<file path="src/rtl/mem_port_arbiter_pkg.sv">
// Shared types for the I/D memory port arbiter: arbitration state and
// last-owner encoding used for round-robin tie breaking.
package mem_arb_pkg;

  typedef enum logic {
    ARB_IDLE,
    ARB_LOCK_D
  } arb_state_t;

  typedef enum logic {
    OWNER_I,
    OWNER_D
  } arb_owner_t;

endpackage

</file>
<file path="src/rtl/mem_port_arbiter_if.sv">
// Bundle of core-side request/response and RAM-side signals around the
// memory port arbiter. slave = arbiter view, master = core + RAM view.
interface mem_port_arbiter_if #(
  parameter int ADDR_WIDTH = 32,
  parameter int DATA_WIDTH = 32
) ();

  logic                  i_req;
  logic [ADDR_WIDTH-1:0] i_a;
  logic                  i_gnt;
  logic                  i_rvalid;
  logic [DATA_WIDTH-1:0] i_rd;

  logic                  d_req;
  logic                  d_we;
  logic                  d_lock;
  logic [ADDR_WIDTH-1:0] d_a;
  logic [DATA_WIDTH-1:0] d_wd;
  logic                  d_gnt;
  logic                  d_rvalid;
  logic [DATA_WIDTH-1:0] d_rd;

  logic [ADDR_WIDTH-1:0] m_a;
  logic                  m_we;
  logic [DATA_WIDTH-1:0] m_wd;
  logic [DATA_WIDTH-1:0] m_rd;

  modport slave (
    input  i_req, i_a, d_req, d_we, d_lock, d_a, d_wd, m_rd,
    output i_gnt, i_rvalid, i_rd, d_gnt, d_rvalid, d_rd, m_a, m_we, m_wd
  );

  modport master (
    output i_req, i_a, d_req, d_we, d_lock, d_a, d_wd, m_rd,
    input  i_gnt, i_rvalid, i_rd, d_gnt, d_rvalid, d_rd, m_a, m_we, m_wd
  );

endinterface

</file>
<file path="src/rtl/mem_port_arbiter.sv">
// Single-port RAM sharing between instruction fetch (read-only) and data
// (read/write) requesters: zero-latency round-robin grants plus a D-side lock.
module mem_port_arbiter
  import mem_arb_pkg::*;
#(
  parameter int ADDR_WIDTH = 32,
  parameter int DATA_WIDTH = 32
) (
  input  logic               clk_i,
  input  logic               rst_i,
  mem_port_arbiter_if.slave  bus
);

  arb_state_t            state_q, state_d;
  arb_owner_t            last_q, last_d;
  logic                  i_rvalid_q;
  logic                  d_rvalid_q;
  logic [DATA_WIDTH-1:0] i_rd_q;
  logic [DATA_WIDTH-1:0] d_rd_q;

  logic                  i_gnt;
  logic                  d_gnt;
  logic                  d_rd_en;

  // Grants are gated by reset so nothing reaches the RAM while it is held.
  always_comb begin
    i_gnt = 1'b0;
    d_gnt = 1'b0;
    if (!rst_i) begin
      if (state_q == ARB_LOCK_D) begin
        d_gnt = bus.d_req;
      end else if (bus.i_req && bus.d_req) begin
        i_gnt = (last_q == OWNER_D);
        d_gnt = (last_q == OWNER_I);
      end else begin
        i_gnt = bus.i_req;
        d_gnt = bus.d_req;
      end
    end
  end

  assign d_rd_en = d_gnt & ~bus.d_we;

  always_comb begin
    state_d = state_q;
    last_d  = last_q;
    if (i_gnt) begin
      last_d = OWNER_I;
    end else if (d_gnt) begin
      last_d = OWNER_D;
    end
    // The lock bit of every D access decides whether ownership is kept.
    if (d_gnt) begin
      state_d = bus.d_lock ? ARB_LOCK_D : ARB_IDLE;
    end
  end

  always_ff @(posedge clk_i or posedge rst_i) begin
    if (rst_i) begin
      state_q    <= ARB_IDLE;
      last_q     <= OWNER_D;
      i_rvalid_q <= 1'b0;
      d_rvalid_q <= 1'b0;
      i_rd_q     <= '0;
      d_rd_q     <= '0;
    end else begin
      state_q    <= state_d;
      last_q     <= last_d;
      i_rvalid_q <= i_gnt;
      d_rvalid_q <= d_rd_en;
      if (i_gnt) begin
        i_rd_q <= bus.m_rd;
      end
      if (d_rd_en) begin
        d_rd_q <= bus.m_rd;
      end
    end
  end

  assign bus.i_gnt    = i_gnt;
  assign bus.d_gnt    = d_gnt;
  assign bus.i_rvalid = i_rvalid_q;
  assign bus.d_rvalid = d_rvalid_q;
  assign bus.i_rd     = i_rd_q;
  assign bus.d_rd     = d_rd_q;

  // I_A is the idle default so the RAM address bus never floats.
  assign bus.m_a  = d_gnt ? bus.d_a : bus.i_a;
  assign bus.m_we = d_gnt & bus.d_we;
  assign bus.m_wd = bus.d_wd;

endmodule
</file>
<file path="src/flat_wrapper.sv">
// flat-port wrapper written by rule: the top's interface ports become plain ports
module mem_port_arbiter_flat import mem_arb_pkg::*;
#(
  parameter int ADDR_WIDTH = 32,
  parameter int DATA_WIDTH = 32
)
  (clk_i, rst_i, bus_i_req, bus_i_a, bus_d_req, bus_d_we, bus_d_lock, bus_d_a, bus_d_wd, bus_m_rd, bus_i_gnt, bus_i_rvalid, bus_i_rd, bus_d_gnt, bus_d_rvalid, bus_d_rd, bus_m_a, bus_m_we, bus_m_wd);
  mem_port_arbiter_if #(.ADDR_WIDTH(ADDR_WIDTH), .DATA_WIDTH(DATA_WIDTH)) bus_i ();
  input  logic clk_i;
  input  logic rst_i;
  input wire logic [$bits(bus_i.i_req)-1:0] bus_i_req;
  input wire logic [$bits(bus_i.i_a)-1:0] bus_i_a;
  input wire logic [$bits(bus_i.d_req)-1:0] bus_d_req;
  input wire logic [$bits(bus_i.d_we)-1:0] bus_d_we;
  input wire logic [$bits(bus_i.d_lock)-1:0] bus_d_lock;
  input wire logic [$bits(bus_i.d_a)-1:0] bus_d_a;
  input wire logic [$bits(bus_i.d_wd)-1:0] bus_d_wd;
  input wire logic [$bits(bus_i.m_rd)-1:0] bus_m_rd;
  output wire logic [$bits(bus_i.i_gnt)-1:0] bus_i_gnt;
  output wire logic [$bits(bus_i.i_rvalid)-1:0] bus_i_rvalid;
  output wire logic [$bits(bus_i.i_rd)-1:0] bus_i_rd;
  output wire logic [$bits(bus_i.d_gnt)-1:0] bus_d_gnt;
  output wire logic [$bits(bus_i.d_rvalid)-1:0] bus_d_rvalid;
  output wire logic [$bits(bus_i.d_rd)-1:0] bus_d_rd;
  output wire logic [$bits(bus_i.m_a)-1:0] bus_m_a;
  output wire logic [$bits(bus_i.m_we)-1:0] bus_m_we;
  output wire logic [$bits(bus_i.m_wd)-1:0] bus_m_wd;
  assign bus_i.i_req = bus_i_req;
  assign bus_i.i_a = bus_i_a;
  assign bus_i.d_req = bus_d_req;
  assign bus_i.d_we = bus_d_we;
  assign bus_i.d_lock = bus_d_lock;
  assign bus_i.d_a = bus_d_a;
  assign bus_i.d_wd = bus_d_wd;
  assign bus_i.m_rd = bus_m_rd;
  assign bus_i_gnt = bus_i.i_gnt;
  assign bus_i_rvalid = bus_i.i_rvalid;
  assign bus_i_rd = bus_i.i_rd;
  assign bus_d_gnt = bus_i.d_gnt;
  assign bus_d_rvalid = bus_i.d_rvalid;
  assign bus_d_rd = bus_i.d_rd;
  assign bus_m_a = bus_i.m_a;
  assign bus_m_we = bus_i.m_we;
  assign bus_m_wd = bus_i.m_wd;
  mem_port_arbiter #(.ADDR_WIDTH(ADDR_WIDTH), .DATA_WIDTH(DATA_WIDTH)) u_core (.clk_i(clk_i), .rst_i(rst_i), .bus(bus_i));
endmodule
</file>
<file path="config.mk">
export PLATFORM = sky130hd
export DESIGN_NAME = mem_port_arbiter_flat
export DESIGN_NICKNAME = d
export VERILOG_FILES = /design/src/rtl/mem_port_arbiter_pkg.sv /design/src/rtl/mem_port_arbiter_if.sv /design/src/rtl/mem_port_arbiter.sv /design/src/flat_wrapper.sv
export SDC_FILE = /design/constraint.sdc
export NUM_CORES = 1
export LEC_CHECK = 0
export ABC_AREA = 1
export ABC_CLOCK_PERIOD_IN_PS = 4100
export CAP_MARGIN = 20
export CORE_AREA = 2 2 104 106
export DETAILED_ROUTE_END_ITERATION = 16
export DIE_AREA = 0 0 106 108
export GPL_TIMING_DRIVEN = 1
export PLACE_DENSITY_LB_ADDON = 0.05
export SLEW_MARGIN = 5
export SYNTH_ARGS = -nofsm -noshare
export SYNTH_HDL_FRONTEND = slang
export SYNTH_SLANG_ARGS = --single-unit
</file>
<file path="constraint.sdc">
create_clock -name clk_i -period 4.1 [get_ports clk_i]
set_input_delay 0.41 -clock clk_i [delete_from_list [all_inputs] [get_ports clk_i]]
set_output_delay 0.41 -clock clk_i [all_outputs]
set_load 0.03 [all_outputs]
</file>
**Word level (Yosys, flattened, before mapping)**

Index checks and enable logic that the tools add are counted.

- Register bits: 68
- Bits in latches: 0
- Memory bits (writable): 0
- ROM bits: 0
- Output and inout bits: 133
- Logic and storage cells: 22
- Memories: 0

- Add/subtract/negate cells: 0
- Multipliers: 0
- Div/mod/pow operators: 0
- Magnitude comparators: 0
- Equality and inequality tests: 0
- Shift-type cells: 0
- Muxes and demuxes: 10
- Bitwise gates (word level): 4
- Reductions and logical operators: 2

Operator list:

| cell | number |
|---|---|
| 2-to-1 mux 32 bit | 1 |
| 2-to-1 mux 1 bit | 9 |
| AND 1 bit | 2 |
| inverter 1 bit | 2 |
| nonzero test 2 bit | 1 |
| logical AND 1 bit | 1 |

**Logic depth before layout (Yosys ltp)**

- Depth in word-level cells: 6
- Mapped depth: 7
- Mapped depth without buffers: 6

**Worst setup path before layout**

Ideal clock, no wire load.

- Kind: input to output
- Start: input bus_i_req
- End: output bus_m_we
- Data arrival time: 1.345 ns
- Data required time: 3.690 ns
- Path slack: 2.345 ns
- Cell stages on the path: 5
- Buffers on the path: 2
- Path through: buf_2 -> nand3_4 -> nand2_4 -> buf_2 -> nor2_1

- Cells in the longest elaborated chain, start to end: 5

Ends and longest elaborated chain:

| item | line | source |
|---|---|---|
| start: declaration | flat_wrapper.sv:11 | `input wire logic [$bits(bus_i.i_req)-1:0] bus_i_req;` |
| logical AND 1 bit | mem_port_arbiter.sv:32 | `end else if (bus.i_req && bus.d_req) begin` |
| 2-to-1 mux 1 bit | mem_port_arbiter.sv:32 |  |
| 2-to-1 mux 1 bit | mem_port_arbiter.sv:30 | `if (state_q == ARB_LOCK_D) begin` |
| 2-to-1 mux 1 bit | mem_port_arbiter.sv:29 | `if (!rst_i) begin` |
| AND 1 bit | mem_port_arbiter.sv:89 | `assign bus.m_we = d_gnt & bus.d_we;` |
| end: declaration | flat_wrapper.sv:26 | `output wire logic [$bits(bus_i.m_we)-1:0] bus_m_we;` |

No other way between the ends.

**Worst setup path in the final report**

- Start: input bus_i_req
- End: output bus_m_a[2]

- Cells in the longest elaborated chain, start to end: 5

Ends and longest elaborated chain:

| item | line | source |
|---|---|---|
| logical AND 1 bit | mem_port_arbiter.sv:32 |  |
| 2-to-1 mux 1 bit | mem_port_arbiter.sv:32 |  |
| 2-to-1 mux 1 bit | mem_port_arbiter.sv:30 |  |
| 2-to-1 mux 1 bit | mem_port_arbiter.sv:29 |  |
| 2-to-1 mux 32 bit | mem_port_arbiter.sv:88 | `assign bus.m_a = d_gnt ? bus.d_a : bus.i_a;` |
| end: declaration | flat_wrapper.sv:25 | `output wire logic [$bits(bus_i.m_a)-1:0] bus_m_a;` |

No other way between the ends.

==> results.md <==
* Outcome: complete, no violations
* Peak Freq at 310.7 MHz
* Crit path time final at ~3.2 ns
* HPWL Detailed at about 9100 microns
* Final hold violations at 0
* Vias in the first global route at 3626
* Yosys warnings at 0
* TritonCTS buffer count at 9
* Root Buffer: clkbuf_8
* Synthesized Nets at 574
* WL/cell at 16.94 microns
* CTS tree: built
* Chip width at 106 microns
* Initial antenna violation count at 0
* Drt drc at 0
* H-tree levels at 3
* Worst Setup End Kind: output port
* Clock slew at the register clock pins of the worst setup and hold paths at ~0.070 ns
* Total GRT Usage at between 20% and 30%
* Gate Count Post-Synth at 440
* Most frequent cells in the layout: nand2_1, clkdlybuf4s50_1, dfrtp_1, nand4_1, buf_4
* Skew final at 0.009966 ns
* Pre-antenna DRT Iters at 4
* RSZ-0062 raised after global routing: false
* Max-cap viol count at 0
* Row cnt at 37
* Final WL at 12520 microns
* Post-layout util at 53.50%
* Min-delay worst type: reg2reg
* Yosys cell types at 19
* Max-slew headroom at the worst pin at 50.48%
* Die Ht at 108 microns
* Mean post-synth cell area at between 7 and 8 sq um
* Post-cts hold buffer count at 0
* Synth Register Bits at between 60 and 70
* First-pass GRT wire length at 18940 microns
* Share of layout cells above drive strength 1 at 7.463%
* Filler instances at a little under 1000
* Post-Synth Adder-Cell Area at 0%
* Mapped cell area at about 3500 sq um
* Ant. Diodes at 0
* Post-CTS resize count at 0
* Critical path class: in2out
* Dpl ws at 0.8739 ns
* Ports at 267
* Power, Total at 2.810 mW
* # setup viols final at 0
* Final period utilization at 78.51%
* Nets at about 730
* Mux cell area share after synthesis at 0%
* CP Launch Type: input pin
* Largest net degree at the start of global routing at 36
* Simple-Gate Fraction of Synth Area at 37.92%
* Die area at 11450 sq um
* Final Wtd Congestion at 0.8392
* Sequential area share after synthesis at between 40% and 50%
* Post-CTS setup buffers at 0
* Final Max Slew Viols at 0
* Initial Util at between 30% and 40%
* Peak supply drop at 0.1673 mV
* Port Buffers at between 200 and 250
* Worst-Margin Slew at 0.7420 ns
* Largest family of logic cells by synthesized area: simple AND/OR/NAND/NOR gates
* Commonest non-fill, non-tap cell in the layout: nand2_1
* Clock Latency Late Sink at between 0.3 and 0.4 ns
* Number of routed nets with antenna violations at 0
* Total grt overflow at 0
* Pwr Density at 513.3 nW/um^2
* Compound-cell area share of the yosys netlist at 0.1431%
* Drt initial violations at 184
* Worst setup margin at roughly 0.88 ns
* XOR/XNOR Fraction of Synth Area at 0%
* Synth-to-layout area growth at 56.53%
* LEAKAGE at 2.660 nW
* Setup TNS at 0 ns
* Crit path arrival time at 2.81 ns
* CP Max Fanout at 35
* Vias per inst at 4.794
* Core Footprint at ~10000 sq um
* Clk buf depth at 2
* Vias at roughly 3500
* CP required at 3.69 ns
* Clock sinks at a little under 70
==> path summary, 6_finish.rpt <==
kind	start	to	slack [ns]	cells after the start
worst min register to register	u_core.bus.i_rd[22]	u_core.bus.i_rd[22]	0.47	2
worst min-delay path	u_core.bus.i_rd[22]	u_core.bus.i_rd[22]	0.47	2
max in group asynchronous	rst_i	u_core.last_q	2.90	3
worst max-delay path	bus_i_req	bus_m_a[2]	0.88	7
min in group asynchronous	rst_i	u_core.bus.i_rd[10]	0.49	2
worst max register to register	u_core.state_q	u_core.bus.d_rd[0]	2.13	5
==> synthesized netlist by cell type <==
master / number / area share, %
buf_2: 14 / 2.0
buf_4: 40 / 8.6
buf_6: 3 / 0.97
clkbuf_1: 6 / 0.64
clkinv_1: 1 / 0.11
dfrtp_1: 67 / 48
dfstp_2: 1 / 0.75
inv_1: 6 / 0.64
inv_2: 1 / 0.11
inv_4: 1 / 0.18
nand2_1: 228 / 24
nand2_4: 1 / 0.32
nand3_2: 2 / 0.57
nand3_4: 1 / 0.50
nand4_1: 64 / 11
nor2_1: 1 / 0.11
nor2_2: 1 / 0.18
nor2_4: 1 / 0.32
o21ai_0: 1 / 0.14
==> layer usage <==
layer | track usage (%) | vias to the layer above | wire [microns]
li1 | - | 1711 | -
met1 | 23.69 | 1648 | 4749
met2 | 37.97 | 168 | 6392
met3 | 7.896 | 16 | 1150
met4 | 6.861 | 0 | 223
met5 | 0 | - | 0
==> critical path, stage by stage <==
cell,delay (ns)
clkdlybuf4s50_1,0.47
nand3_4,0.37
nand2_4,0.32
inv_4,0.36
nand2_1,0.11
nand2_1,0.08
clkdlybuf4s50_1,0.67
==> cells by family (layout without fill, tap and decap cells) <==
| family | count (synthesis) | in the layout |
|---|---|---|
| and+or+nand+nor | 299 | 299 |
| DFF | 68 | 68 |
| buffers and inverters | 72 | 235 |
| AOI/OAI and AO/OA | 1 | 1 |
==> report_power, final <==
part           internal, mW  total, mW  switching, mW
Sequential            0.855      0.964          0.109
Clock                 0.279      0.536          0.258
Combinational         0.533       1.31          0.777
Total                  1.67       2.81           1.14
==> final cells by class <==
class / count / area [sq um] / share of cell area [%]
Timing Repair Buffer: 210 / 2049 / 37.44
Sequential cell: 68 / 1703 / 31.11
Multi-Input combinational cell: 300 / 1331 / 24.32
Tap cell: 136 / 170.2 / 3.109
Clock buffer: 11 / 131.4 / 2.400
Clock inverter: 5 / 52.55 / 0.9600
Inverter: 9 / 36.28 / 0.6629
==> per-stage QoR <==
stage	hold WS, ns	cells	cell area, sq um
2_1_floorplan	0.4904	440	3497
3_3_place_gp	0.4534	723	5290
3_5_place_dp	0.4582	723	5290
4_1_cts	0.4758	739	5474
5_1_grt	0.4945	739	5474
6_report	0.4702	739	5474
==> state kept, by name, indices dropped and copies added, names as in the netlist <==
| signal | cells |
|---|---|
| u_core.bus.i_rd | 32 |
| u_core.bus.i_rvalid | 1 |
| u_core.bus.d_rd | 32 |
| u_core.state_q | 1 |
| u_core.last_q | 1 |
| u_core.bus.d_rvalid | 1 |
Note: power is estimated with default switching activity, not from simulation.
==> RTL edit 1, RTL diff (same settings) <==
`DATA_WIDTH` is set to 32 in 3 places; all go to 40.
--- a/src/rtl/mem_port_arbiter_if.sv
+++ b/src/rtl/mem_port_arbiter_if.sv
@@ -3,5 +3,5 @@
 interface mem_port_arbiter_if #(
   parameter int ADDR_WIDTH = 32,
-  parameter int DATA_WIDTH = 32
+  parameter int DATA_WIDTH = 40
 ) ();
 
--- a/src/rtl/mem_port_arbiter.sv
+++ b/src/rtl/mem_port_arbiter.sv
@@ -5,5 +5,5 @@
 #(
   parameter int ADDR_WIDTH = 32,
-  parameter int DATA_WIDTH = 32
+  parameter int DATA_WIDTH = 40
 ) (
   input  logic               clk_i,
--- a/src/flat_wrapper.sv
+++ b/src/flat_wrapper.sv
@@ -3,5 +3,5 @@
 #(
   parameter int ADDR_WIDTH = 32,
-  parameter int DATA_WIDTH = 32
+  parameter int DATA_WIDTH = 40
 )
   (clk_i, rst_i, bus_i_req, bus_i_a, bus_d_req, bus_d_we, bus_d_lock, bus_d_a, bus_d_wd, bus_m_rd, bus_i_gnt, bus_i_rvalid, bus_i_rd, bus_d_gnt, bus_d_rvalid, bus_d_rd, bus_m_a, bus_m_we, bus_m_wd);
Ports: changed (5 resized); port bits go from 267 to 307. No check against the original RTL was run, so the function may have changed too.
==> RTL edit 1 against the unedited design <==
Clock power grew 24%. Critical path type unchanged. Synthesized cell count increased by 18%. Combinational power grew 21%. Fmax decreased by 1.4%. First-iteration DRC count grew 54%. Wire length grew 28%. Critical path depth did not move. Utilization up 9.2 points. Worst setup slack got worse by 0.047 ns. Total power increased by 22%. Via count grew 21%. Sequential cell count up 16. Synthesized area is 19% higher. Design area increased by 17%.
==> RTL edit 1: results <==
[placement]
port_buffers = 226
worst_slack_at_placement_ns = 0.826
gp_routability_congestion = 0.877
place_hpwl_um = 11600
number_of_placed_cells_counting_well_taps = 811
detailed_place.area_um2 = 6160

[sta]
worst_hold_slack_ns = 0.462
fin_skew_ns = 0.0147
period_share = 0.796
slew-limit-headroom = 0.391

[drt]
drt-initial-drc-count = 284
totalWireLength_um = 16000
detailedRoute.firstPassIterationCount = 4
num_vias = 4284

[logic_synthesis]
synth_fp_nets = 670
synth-async-reset-ratio = 1.00
ys_top_cells_by_area = sky130_fd_sc_hd__dfrtp_1 (50%), sky130_fd_sc_hd__nand2_1 (23%), sky130_fd_sc_hd__nand4_1 (12%)
yosysSeqAreaShare = 0.505
netlist_top_cells_count = sky130_fd_sc_hd__nand2_1 (260), sky130_fd_sc_hd__dfrtp_1 (83), sky130_fd_sc_hd__nand4_1 (80), sky130_fd_sc_hd__buf_4 (42), sky130_fd_sc_hd__buf_2 (22)
syn_inst = 520

[hold_path]
hp-class = input port to asynchronous set/reset pin

[clocking]
ctsHtreeMaxLevel = 3
clk_latency_ns = 0.36

[global_route]
number_of_global_route_vias_before_repair = 4063
grt_start_max_net_pins = 62
grt_usage = 0.275
grt_pass1_wl_um = 23600

[setup_path]
endpoint = bus_m_a[7]
worst_reg_to_reg_setup_slack_ns = 1.84
worst-endpoint-arrival_ns = 2.86
critPathLaunch = rst_i
r2r_end = u_core.bus.d_rd[20]$_DFFE_PP0P_
depth_of_the_worst_register_to_register_path = 6

[final_layout]
seqAreaFraction = 0.328
layout.comb_gates.multi_input = 348
post_layout_nonfiller_instances = 827
relative_area_of_clock_buffers_and_inverters_in_the_final_design = 0.0349
fillCellCount = 910
nClkBuffers = 10
drive_above_1_share = 0.0579
layout.sequential_cells = 84
layout.nets = 837
utilization = 0.627
share_of_the_final_layout_cell_area_in_multi_input_gates = 0.242
buffer_area_frac = 0.364
layout.cell_area.non_filler_um2 = 6410

[status]
outcome = finished, final reports clean

[pwr]
p_sw_w = 0.00138
max-vdd-ir-drop_v = 0.000239
[RTL edit 1: power groups by stage]
stage	registers (W)	logic [W]	clock network (W)
floorplan	0.00164	0.000463	0
global placement	0.00119	0.00158	0
detailed placement	0.00120	0.00159	0
CTS	0.00118	0.00160	0.000670
global route	0.00121	0.00168	0.000704
finish	0.00118	0.00159	0.000667
[RTL edit 1: logic make-up after synthesis]
family                 share of synthesized area
AO/OA/AOI/OAI                            0.00120
buffers and inverters                      0.126
flip-flops                                 0.505
AND/OR/NAND/NOR                            0.368
[RTL edit 1: routing by layer]
| metal | vias to the layer above | part of all wire | track usage | routed length, um |
|---|---|---|---|---|
| li1 | 1983 | - | - | - |
| met1 | 2048 | 0.36 | 0.314 | 5690 |
| met2 | 227 | 0.48 | 0.437 | 7680 |
| met3 | 26 | 0.14 | 0.163 | 2290 |
| met4 | 0 | 0.023 | 0.0789 | 361 |
| met5 | - | 0 | 0 | 0 |
==> RTL edit 2, RTL diff (same flow settings) <==
Without the edit above. Reset style: synchronous (`rst_i`), changed in one clocked block.
--- a/src/rtl/mem_port_arbiter.sv
+++ b/src/rtl/mem_port_arbiter.sv
@@ -56,5 +56,5 @@
   end
 
-  always_ff @(posedge clk_i or posedge rst_i) begin
+  always_ff @(posedge clk_i) begin
     if (rst_i) begin
       state_q    <= ARB_IDLE;
Function: differs if rst_i is asserted again (counterexample within 4 cycles, from zero or initial values and one cycle with rst_i high); with rst_i held inactive, the same outputs for 10 cycles.
==> RTL edit 2 against the unedited design <==
First-iteration DRC count increased by 29%. Design area increased by 2.9%. Critical endpoint is now bus_m_a[13]. Wire length increased by 0.34%. Die area unchanged. Via count increased by 12%. Largest cell class unchanged. Global-route usage increased by 0.71 points. Clock skew decreased by 0.0023 ns. Synthesized area increased by 4.1%. Final cell count increased by 17%. Sequential cell count unchanged. Worst setup slack improved by 0.18 ns. Critical path type unchanged.
Power is not compared: it rests on default switching activity, and its combinational part moved more than twofold at a synthesized area within 25%.
==> RTL edit 2: results <==
[hold_path]
worst_hold_path.num_cells = 4
hold_path.startpoint = u_core.bus.d_rd[28]$_SDFFE_PP0P_

[setup_path]
depth_of_the_worst_register_to_register_path = 6
worst-endpoint-arrival_ns = 2.63
critPathLaunch = bus_d_req
worst_reg_to_reg_setup_slack_ns = 2.02
crit_fanout = 34
endpoint = bus_m_a[13]

[sta]
fin_skew_ns = 0.00763
upper_clock_frequency_limit_mhz = 329
worst_hold_slack_ns = 0.513

[logic_synthesis]
synth_ff_type = sky130_fd_sc_hd__dfxtp_1
ys_top_cells_by_area = sky130_fd_sc_hd__dfxtp_1 (37%), sky130_fd_sc_hd__nand2_1 (23%), sky130_fd_sc_hd__nand4_1 (11%)
synth-compound-area-share = 0
yosysSeqAreaShare = 0.374
synth-async-reset-ratio = 0
netlist_top_cells_count = sky130_fd_sc_hd__nand2_1 (227), sky130_fd_sc_hd__inv_1 (69), sky130_fd_sc_hd__dfxtp_1 (68), sky130_fd_sc_hd__nor2_1 (66), sky130_fd_sc_hd__nand4_1 (64)
mean_syn_cell_area_um2 = 6.32

[placement]
worst_slack_at_placement_ns = 1.03
gp_routability_congestion = 0.794
place_hpwl_um = 8400

[drt]
drt-initial-drc-count = 237
drt-wirelength-per-cell_um = 14.5

[final_layout]
nClkBuffers = 10
multi_input_comb_area_um2 = 1580
buffers_excl_clock = 209
layout.comb_gates.multi_input = 365
utilization = 0.551
drive_above_1_share = 0.0479
fillCellCount = 990
inverters = 72

[global_route]
grt_start_max_net_pins = 68
grt_usage = 0.220
grt_pass1_wl_um = 19600

[status]
outcome = finished, final reports clean
RTL edit 2: changes by cell type in the layout (fill, tap and decap cells not counted), sizes merged, moves of 8 or more:
cell / unedited run / this run
dfrtp: 67 / 0
nor2: 3 / 68
clkdlybuf4s50: 189 / 197
buf: 21 / 12
inv: 8 / 71
dfxtp: 0 / 68
RTL edit 2: routing by layer:
| layer | part of all wire | wire length (um) | vias to the layer above | global-route usage |
|---|---|---|---|---|
| met3 | 0.077 | 964 | 21 | 0.0735 |
| met2 | 0.48 | 6060 | 163 | 0.383 |
| li1 | - | - | 2029 | - |
| met5 | 0 | 0 | - | 0 |
| met4 | 0.018 | 220 | 0 | 0.0648 |
| met1 | 0.42 | 5310 | 1767 | 0.259 |
RTL edit 2: worst min-delay path: stages (launching register included):
cell and delay [ns]:
sky130_fd_sc_hd__dfxtp_1 0.31, sky130_fd_sc_hd__inv_1 0.04, sky130_fd_sc_hd__nor2_1 0.03, sky130_fd_sc_hd__nand2_1 0.05, sky130_fd_sc_hd__nand2_1 0.04
